===== src/rtl/bitmap_blit.sv =====
// bitmap_blit: draws a ROM bitmap as a grid of solid colour cells through a VGA pixel write port.
// Ports: fastclock/resetn (sync, active-low); start, origin_x/origin_y, fg_colour/bg_colour (frame request, latched in IDLE);
//        row_addr -> ROM, row_data <- ROM (one-cycle latency, column c at bit COLS-1-c);
//        x, y, colour, plot (pixel writes); busy, done (frame status).
// Option: define BLIT_SKIP_BG_EN to skip drawing cells whose bit is clear.
module bitmap_blit #(
  parameter int COLS = 16,
  parameter int ROWS = 16,
  parameter int CELL_W = 8,
  parameter int CELL_H = 8,
  parameter int X_STEP = 10,
  parameter int Y_STEP = 7,
  localparam int RW = ROWS > 1 ? $clog2(ROWS) : 1,
  localparam int CW = COLS > 1 ? $clog2(COLS) : 1
) (
  input  logic            fastclock,
  input  logic            resetn,
  input  logic            start,
  input  logic [7:0]      origin_x,
  input  logic [6:0]      origin_y,
  input  logic [2:0]      fg_colour,
  input  logic [2:0]      bg_colour,
  output logic [RW-1:0]   row_addr,
  input  logic [COLS-1:0] row_data,
  output logic [7:0]      x,
  output logic [6:0]      y,
  output logic [2:0]      colour,
  output logic            plot,
  output logic            busy,
  output logic            done
);
  typedef enum logic [2:0] {IDLE, FETCH, WAIT, CELL, DRAW, DONE} state_t;
  state_t state, state_nxt;
  logic [RW-1:0] row;
  logic [CW-1:0] col;
  logic [3:0] px, py;
  logic [7:0] ox;
  logic [6:0] oy;
  logic [2:0] fg, bg, colour_r;
  logic [COLS-1:0] row_reg;
  logic cur_bit, skip, last_px, last_col, last_row, adv;
  assign cur_bit = row_reg[CW'(COLS-1) - col];
  assign last_px = px == 4'(CELL_W-1) && py == 4'(CELL_H-1);
  assign last_col = col == CW'(COLS-1);
  assign last_row = row == RW'(ROWS-1);
`ifdef BLIT_SKIP_BG_EN
  assign skip = !cur_bit;
`else
  assign skip = 1'b0;
`endif
  // coordinates wrap naturally by truncating to the port widths
  assign x = 8'(32'(ox) + 32'(col) * 32'(X_STEP) + 32'(px));
  assign y = 7'(32'(oy) + 32'(row) * 32'(Y_STEP) + 32'(py));
  always_ff @(posedge fastclock)
    state <= !resetn ? IDLE : state_nxt;
  always_comb begin
    state_nxt = state;
    adv = 1'b0;
    plot = state == DRAW;
    busy = state != IDLE;
    done = state == DONE;
    row_addr = row;
    colour = colour_r;
    case (state)
      IDLE:    state_nxt = start ? FETCH : IDLE;
      FETCH:   state_nxt = WAIT;
      WAIT:    state_nxt = CELL;
      CELL:    begin adv = skip; state_nxt = DRAW; end
      DRAW:    adv = last_px;
      DONE:    state_nxt = IDLE;
      default: state_nxt = IDLE;
    endcase
    // end of a cell: next column, next row, or finish
    if (adv) state_nxt = !last_col ? CELL : !last_row ? FETCH : DONE;
  end
  always_ff @(posedge fastclock) begin
    if (!resetn) begin
      row <= '0;
      col <= '0;
      px <= '0;
      py <= '0;
      ox <= '0;
      oy <= '0;
      fg <= '0;
      bg <= '0;
      colour_r <= '0;
      row_reg <= '0;
    end else begin
      if (state == IDLE && start) begin
        ox <= origin_x;
        oy <= origin_y;
        fg <= fg_colour;
        bg <= bg_colour;
        row <= '0;
        col <= '0;
      end
      if (state == WAIT) begin
        row_reg <= row_data;
        col <= '0;
      end
      if (state == CELL) begin
        colour_r <= cur_bit ? fg : bg;
        px <= '0;
        py <= '0;
      end
      if (state == DRAW) begin
        px <= px == 4'(CELL_W-1) ? '0 : px + 1'b1;
        py <= px == 4'(CELL_W-1) ? py + 1'b1 : py;
      end
      if (adv) begin
        col <= last_col ? '0 : col + 1'b1;
        row <= last_col && !last_row ? row + 1'b1 : row;
      end
    end
  end
endmodule


===== config.mk =====
export PLATFORM = sky130hd
export DESIGN_NAME = bitmap_blit
export DESIGN_NICKNAME = d
export VERILOG_FILES = /design/src/rtl/bitmap_blit.sv
export SDC_FILE = /design/constraint.sdc
export NUM_CORES = 1
export LEC_CHECK = 0
export ABC_CLOCK_PERIOD_IN_PS = 7700
export CAP_MARGIN = 40
export CORE_ASPECT_RATIO = 1.4
export CORE_UTILIZATION = 57
export DETAILED_ROUTE_END_ITERATION = 10
export GPL_TIMING_DRIVEN = 0
export PLACE_DENSITY = 0.92
export RECOVER_POWER = 25
export SYNTH_ARGS = -nofsm -noshare
export SYNTH_HDL_FRONTEND = slang
export SYNTH_SLANG_ARGS = --single-unit
export TNS_END_PERCENT = 30

===== constraint.sdc =====
create_clock -name fastclock -period 7.7 [get_ports fastclock]
set_input_delay 1.155 -clock fastclock [delete_from_list [all_inputs] [get_ports fastclock]]
set_output_delay 1.155 -clock fastclock [all_outputs]
set_load 0.01 [all_outputs]

# After elaboration in Yosys (flattened, before gate mapping)
# Cells that the tools add are included.
dict set report op_classes {
  n_reduce_logical 11
  addsub 9
  n_eq_ne 12
  mux 20
  multipliers 2
  order_cmp 1
}
# cell count
set op_table {}
lappend op_table {{$mux 4} 11}
lappend op_table {{$add 4x1->4 const B} 4}
lappend op_table {{$pmux 3 s5} 1}
lappend op_table {{$mul 4x3->7 const B} 2}
lappend op_table {{$mux 3} 4}
lappend op_table {{$add 8x4->8} 1}
lappend op_table {{$add 8x8->8} 1}
lappend op_table {{$eq 4x3->1 const B} 2}
lappend op_table {{$eq 4x4->1 const B} 2}
lappend op_table {{$add 7x4->7} 1}
lappend op_table {{$add 7x7->7} 1}
lappend op_table {{$eq 3x2->1 const B} 2}
lappend op_table {{$eq 3x3->1 const B} 2}
lappend op_table {{$ne 2x1->1 const B} 3}
lappend op_table {{$reduce_bool 3->1} 2}
lappend op_table {{$lt 4x5->1 const B} 1}
lappend op_table {{$bmux 1 s4} 1}
lappend op_table {{$reduce_and 2->1} 2}
lappend op_table {{$reduce_bool 2->1} 2}
lappend op_table {{$sub 4x4->4 const A} 1}
lappend op_table {{$eq 3x1->1 const B} 1}
lappend op_table {{$logic_and 1x1->1} 3}
lappend op_table {{$logic_not 3->1} 1}
lappend op_table {{$mux 1} 3}
lappend op_table {{$logic_not 1->1} 1}
dict set report totals {
  register_bits 59
  input_bits 40
  word_cells 66
  output_inout_bits 25
}

# Logic depth before layout (Yosys ltp)
# Gate-level depths: netlist (run 1).
dict set report depth {
  ltp_word 5
  mapped_depth 12
  mapped_depth_nobuf 12
}

# Least setup slack after synthesis (run 1)
# Ideal clock, no wire load.
dict set report synth_timing {
  kind {register to output}
  from {register row[1] (netlist: row_addr[1])}
  to {output y[6]}
  n_path_buf 0
  required_time_ns 6.545
  path_slack_ns 3.413
  path_stages_with_launch 13
  arrival_time_ns 3.132
  path_cell_list {dfxtp_1 -> inv_1 -> fa_1 -> inv_1 -> fa_1 -> inv_1 -> fa_1 -> inv_1 -> ha_1 -> a21oi_1 -> o21bai_1 -> a21oi_1 -> xnor2_1}
}
dict set report synth_between {
  elab_chain_cells 3
}
# item line_no
set synth_rtl {}
lappend synth_rtl {{start: declaration} 34} ;# logic [RW-1:0] row;
lappend synth_rtl {{start signal: assignment} 112} ;# row <= last_col && !last_row ? row + 1'b1 : row;
lappend synth_rtl {{$mul 4x3->7} 53} ;# assign y = 7'(32'(oy) + 32'(row) * 32'(Y_STEP) + 32'(py));
lappend synth_rtl {{$add 7x7->7} 53}
lappend synth_rtl {{$add 7x4->7} 53}
lappend synth_rtl {{end: declaration} 26} ;# output logic [6:0] y,
# Every way passes these cells.

# Worst setup path after layout (run 1)
# Same ends and word-level chain as after synthesis.

==> results of run 1 <==
## per-stage QoR
step / worst slack [ns] / area [um2]
final: 2.41 / 4600
after global placement: 2.83 / 4380
after global routing: 2.17 / 4600
after floorplan: 3.41 / 3660
after CTS: 2.37 / 4600
after detailed placement: 2.75 / 4380
## placed cells by master (no fill, tap or decap), types with 4 or more instances in the layout
master / count
nor2_1: 14
nand2_1: 91
clkbuf_1: 20
nor3_1: 6
fa_1: 13
a21oi_1: 12
nand3_1: 7
xnor2_1: 13
xor2_1: 6
o21ai_0: 10
mux4_2: 4
a21boi_0: 40
o21bai_1: 5
ha_1: 34
nor2b_1: 4
clkbuf_8: 11
o221ai_1: 6
clkdlybuf4s50_1: 63
a21o_1: 4
and2_1: 5
dfxtp_1: 59
inv_1: 26
## cell type report
type,instances,area (um2),share of cell area [%]
Clock buffer,12,155,3.37
Sequential cell,59,1180,25.7
Inverter,27,101,2.20
Multi-Input combinational cell,310,2280,49.5
Clock inverter,4,72.6,1.58
Timing Repair Buffer,63,631,13.7
Tap cell,72,90.1,1.96
Buffer,21,93.8,2.04
## cells by family after synthesis
group                    share of synthesized area (%)
adder cells (fa/ha/maj)                           18.8
buffers and inverters                             5.37
multiplexers                                      4.21
XOR/XNOR                                          4.55
AND/OR/NAND/NOR                                   18.9
flip-flops                                        32.3
AO/OA/AOI/OAI                                     15.9
## worst max-delay path by stage
stage / start / end / slack (ns) / cells after the start
after floorplan: row_addr[1]$_SDFFE_PN0P_ / y[6] / 3.41 / 12
after global placement: row_addr[1]$_SDFFE_PN0P_ / y[6] / 2.83 / 13
after CTS: row_addr[1]$_SDFFE_PN0P_ / y[6] / 2.37 / 13
after detailed placement: row_addr[1]$_SDFFE_PN0P_ / y[6] / 2.75 / 13
after global routing: row_addr[2]$_SDFFE_PN0P_ / y[6] / 2.17 / 13
final: row_addr[1]$_SDFFE_PN0P_ / y[6] / 2.41 / 13
## worst max-delay path, stage by stage, from the launching register on
cell and delay [ns]:
dfxtp_1 0.45, inv_1 0.12, fa_1 0.54, inv_1 0.05, fa_1 0.50, inv_1 0.05, fa_1 0.49, inv_1 0.04
ha_1 0.33, a21oi_1 0.25, o21bai_1 0.09, a21oi_1 0.18, xnor2_1 0.13, clkdlybuf4s50_1 0.55
## where the power goes
group / switching [W] / internal, W / leakage, nW
Clock: 0.000126 / 0.000199 / 0.113
Sequential: 0.0000124 / 0.000323 / 0.480
Combinational: 0.0000655 / 0.0000642 / 1.32
## routing by layer
layer | GRT usage, % | vias to the layer above | part of all wire (%)
li1 | - | 1552 | -
met1 | 30.2 | 1519 | 37
met2 | 52.0 | 109 | 55
met3 | 6.88 | 21 | 4.6
met4 | 14.9 | 0 | 2.8
met5 | 0 | - | 0
==> results.toml, run 1 <==
[worst_hold_path]
worstHoldEndpoint = "row_reg[12]$_SDFFE_PN0P_"
min_from = "row_reg[12]$_SDFFE_PN0P_"
hold_path_depth = 2
hold_path_class = "reg -> reg"

[logic_synthesis]
synth.distinct_cells = 44
async_flop_share_pct = 0
syn_area_um2 = 3660
synthFlopType = "dfxtp_1"
yosysMostFrequentCell = "nand2_1"
ys_ff_latch = 59
syn-instance-count = 417
synth_fp_nets = 504
syn_area_per_cell_um2 = 8.77
yosys_warnings = 0
synth_top_area_share_pct = 32.3
synth.area.top_cells = "dfxtp_1 32%, ha_1 12%, nand2_1 9.3%, a21boi_0 8.2%, fa_1 7.1%"
synthTopCellsByCount = "91 x nand2_1, 59 x dfxtp_1, 40 x a21boi_0"
synth_seq_area_share_pct = 32.3
synth_top_area_cell = "dfxtp_1"
synth_edf_count = 0

[floorplan]
die_w_um = 69.7
coreArea_um2 = 6210
dieArea_um2 = 6740
initial_core_util_pct = 58.9
io_pins = 65
die_h_um = 96.8
rows = 34

[setup_path]
crit_arrival_ns = 4.13
rrSetupSlack_ns = 5.37
cp-end-kind = "primary output"
critPathLaunchType = "register"
worstReg2RegEnd = "colour[0]$_SDFFE_PN0P_"
crit_type = "reg -> out"
rr_startpoint = "col[2]$_SDFFE_PN0P_"
cp_max_fo = 6
critPathRequiredTime_ns = 6.55
ff2ff_path_depth = 5

[timing]
layout_min_cycle_time_ns = 5.29
drv_slew = 0
setup_viol = 0
final.setup.tns_ns = 0
max_freq_mhz = 189
tightest_slew_ns = 0.590
slew_headroom_pct = 60.3
fin_crit_sh_pct = 68.7
final_hold_viol_count = 0
whs_ns = 0.463
rsz0062_at_grt = "no"
skew_ns = 0.0109

[clocking]
cts_tree = "built"
ctsRootBufferMaster = "clkbuf_8"
cts_buffers = 9
cts_setup_buffers = 0
clk_latency_ns = 0.36
cts_resized = 0
clock-sinks = 59
clk_path_buf_depth = 2
cts_hold_buf = 0
htree_levels = 3
path_clk_slew_ns = 0.07

[routing]
vias_per_cell = 5.64
routed_wl_mm = 8.79
vias = 3201
first_iter_violations = 177
dr.pass1.iters = 4
ant_nets = 0
drc = 0
routedWlPerCell_um = 15.5

[placement]
finalWeightedCongestion = 0.878
post-place-cells = 552
numPortBuffers = 63
dpl.hpwl_mm = 6.73

[power]
p_per_area_nw_per_um2 = 172
p_leak_nw = 1.91
vdd_drop_max_mv = 0.145
power.total_w = 0.000791

[global_routing]
grt_overflow = 0
grt_pass1_vias = 3410
grt_first_pass_wirelength_mm = 15.2
antenna_found_initial = 0
grt_usage_pct = 28.7
grt_max_degree = 11

[job]
drv_cap = 0

[cells_and_area]
finalNonFillerCells = 568
final_util_pct = 74.1
largest_register_ffs = 16
fillerInstances = 441
area_delta_synth_final_pct = 25.8
fin_nets = 578
antennaDiodeCount = 0
drive_above_1_share_pct = 5.65

[status]
outcome = "completed"
Power figures use the tool's default switching activity.
==> inputs of run 2 (changes only) <==
Settings changed: ABC_CLOCK_PERIOD_IN_PS 7700 to 4900, CORE_UTILIZATION 57 to 53, PLACE_DENSITY 0.92 to 0.86.
Clock period 7.7 ns to 4.9 ns, I/O delays scaled along.
==> run 2 against run 1 <==
Compared with the run above:
- non-clock buffer count stayed put
- clock skew is 0.00099 ns lower
- sequential share of layout area is 0.24 points lower
- register-to-register slack worse by 2.9 ns
- largest power group is now clock
- highest routed layer unchanged
==> results.toml, run 2 (synthesis results as in run 1) <==
[status]
outcome = "completed"

[floorplan]
die_w_um = 72.2
die_h_um = 100
coreArea_um2 = 6610
initial_core_util_pct = 55.3
io_pins = 65
dieArea_um2 = 7240
rows = 35

[placement]
place_area_um2 = 4400
numPortBuffers = 63
finalWeightedCongestion = 0.843
post-place-cells = 572
pre_cts_slack_ns = 0.372
dpl.hpwl_mm = 6.61

[timing]
fin_crit_sh_pct = 94.6
setup_viol = 0
skew_ns = 0.00986
final.setup.tns_ns = 0
layout_min_cycle_time_ns = 4.64
max_freq_mhz = 216
slew_headroom_pct = 61.3
setup_ws_ns = 0.264
drv_slew = 0
rsz0062_at_grt = "no"
tightest_slew_ns = 0.564
final_hold_viol_count = 0

[worst_hold_path]
hold_path_depth = 2
hold_path_class = "reg -> reg"

[routing]
vias = 3152
top_layer = "met4"
first_iter_violations = 104
wl_met2_mm = 4.63
routed_wl_mm = 8.59
vias_per_cell = 5.36
routedWlPerCell_um = 14.6
wl_met3_um = 303
dr.pass1.iters = 6
ant_nets = 0
wl_met1_mm = 3.41
drc = 0

[cells_and_area]
final_util_pct = 70.5
multi_input_area_um2 = 2280
drive_above_1_share_pct = 7.26
antennaDiodeCount = 0
finalNonFillerCells = 588
final_common_cell = "nand2_1"
fin_area_um2 = 4660
area_delta_synth_final_pct = 27.5
layout_common_cells = "91 x nand2_1, 62 x clkdlybuf4s50_1, 55 x dfxtp_1"
fin_nets = 578
fillerInstances = 524
largest_register_ffs = 16
ff_latch_area_um2 = 1190

[setup_path]
crit_type = "reg -> out"
cp_num_buf_inv = 5
endpoint = "y[5]"
critPathLaunchType = "register"
rr_startpoint = "col[2]$_SDFFE_PN0P_"
cp-end-kind = "primary output"
crit_arrival_ns = 3.90
critPathRequiredTime_ns = 4.16
path_common_cell = "inv_1"
rrSetupSlack_ns = 2.45
worst-path-stages = 12
setup.worst_path.start = "row_addr[1]$_SDFFE_PN0P_"
path_cells = "inv_1, fa_1, inv_1, fa_1, inv_1, fa_1, inv_1, ha_1, a21o_1, a21oi_1, xnor2_1, clkdlybuf4s50_1"
critPathSlowestCell = "clkdlybuf4s50_1"
cp_slowest_stage_delay_ns = 0.55
worstReg2RegEnd = "colour[0]$_SDFFE_PN0P_"
ff2ff_path_depth = 5
cp_top_family = "adder cells"
cp_max_fo = 6

[clocking]
htree_levels = 3
ctsRootBufferMaster = "clkbuf_8"
clock-sinks = 59
cts_buffers = 9
cts_hold_buf = 0
clk_latency_ns = 0.35
path_clk_slew_ns = 0.07
clk_path_buf_depth = 2
cts_tree = "built"

[power]
p_per_area_nw_per_um2 = 275
vdd_drop_max_mv = 0.208
p_leak_nw = 1.94

[job]
drv_cap = 0

[global_routing]
grt_overflow = 0
grt_pass1_vias = 3232
grt_max_degree = 12
grt_first_pass_wirelength_mm = 14.5
grt_usage_pct = 25.9
antenna_found_initial = 0
==> run 2: cell count changes in the layout (fill, tap and decap cells not counted), sizes merged <==
cell / previous run / this run
bufinv: 2 / 3
clkbuf: 31 / 28
buf: 2 / 3
dlymetal6s2s: 0 / 1
clkdlybuf4s50: 63 / 62
clkinvlp: 1 / 0
clkinv: 2 / 4
==> run 2: layer usage <==
metal,global-route usage (%),vias to the layer above
li1,-,1556
met2,47.0,83
met3,4.42,24
met4,13.7,0
met1,28.3,1489
met5,0,-
==> run 2: area by class of cell <==
type,count,share of cell area [%]
flip-flops and latches,59,25.4
inverters,27,2.17
clock buffers,10,2.95
multi-input cells,310,48.9
well taps,92,2.47
clock inverters,6,2.41
plain buffers,21,2.04
repair buffers,63,13.6
==> run 2: per-stage QoR <==
stage	hold WS, ns	power, W
4_1_cts	0.464	0.00129
6_report	0.464	0.00128
5_1_grt	0.484	0.00134
3_5_place_dp	0.455	0.000736
2_1_floorplan	0.440	0.000644
3_3_place_gp	0.448	0.000728
==> run 2: worst min-delay path, cell delays in order, from the launching register on <==
cell	delay, ns
dfxtp_1	0.31
nand2_1	0.05
a21boi_0	0.06
==> run 2: how the worst min path moves through the flow <==
stage / start / end / slack (ns)
finish: row_reg[7]$_SDFFE_PN0P_ / row_reg[7]$_SDFFE_PN0P_ / 0.46
global route: oy[3]$_SDFFE_PN0P_ / oy[3]$_SDFFE_PN0P_ / 0.48
CTS: row_reg[1]$_SDFFE_PN0P_ / row_reg[1]$_SDFFE_PN0P_ / 0.46
detailed placement: row_reg[1]$_SDFFE_PN0P_ / row_reg[1]$_SDFFE_PN0P_ / 0.45
global placement: row_reg[15]$_SDFFE_PN0P_ / row_reg[15]$_SDFFE_PN0P_ / 0.45
floorplan: row_reg[2]$_SDFFE_PN0P_ / row_reg[2]$_SDFFE_PN0P_ / 0.44
==> run 2: report_power, final <==
| group | total (W) | switching, W | internal [W] |
|---|---|---|---|
| registers | 0.000527 | 0.0000195 | 0.000507 |
| logic | 0.000200 | 0.0000988 | 0.000101 |
| clock network | 0.000555 | 0.000203 | 0.000352 |
| total | 0.00128 | 0.000321 | 0.000961 |
==> run 2: what timing repair did <==
action                     CTS  global route
resized for setup            1             5
hold endpoints to repair     0             0
cloned                       0             0
buffers inserted             0             0
setup endpoints to repair    1             2
==> inputs of run 3 (changes only) <==
Settings changed: HOLD_SLACK_MARGIN set to 0.15.
==> results of run 3 <==
The final DEF is identical to that of run 2; final timing and power are the same.
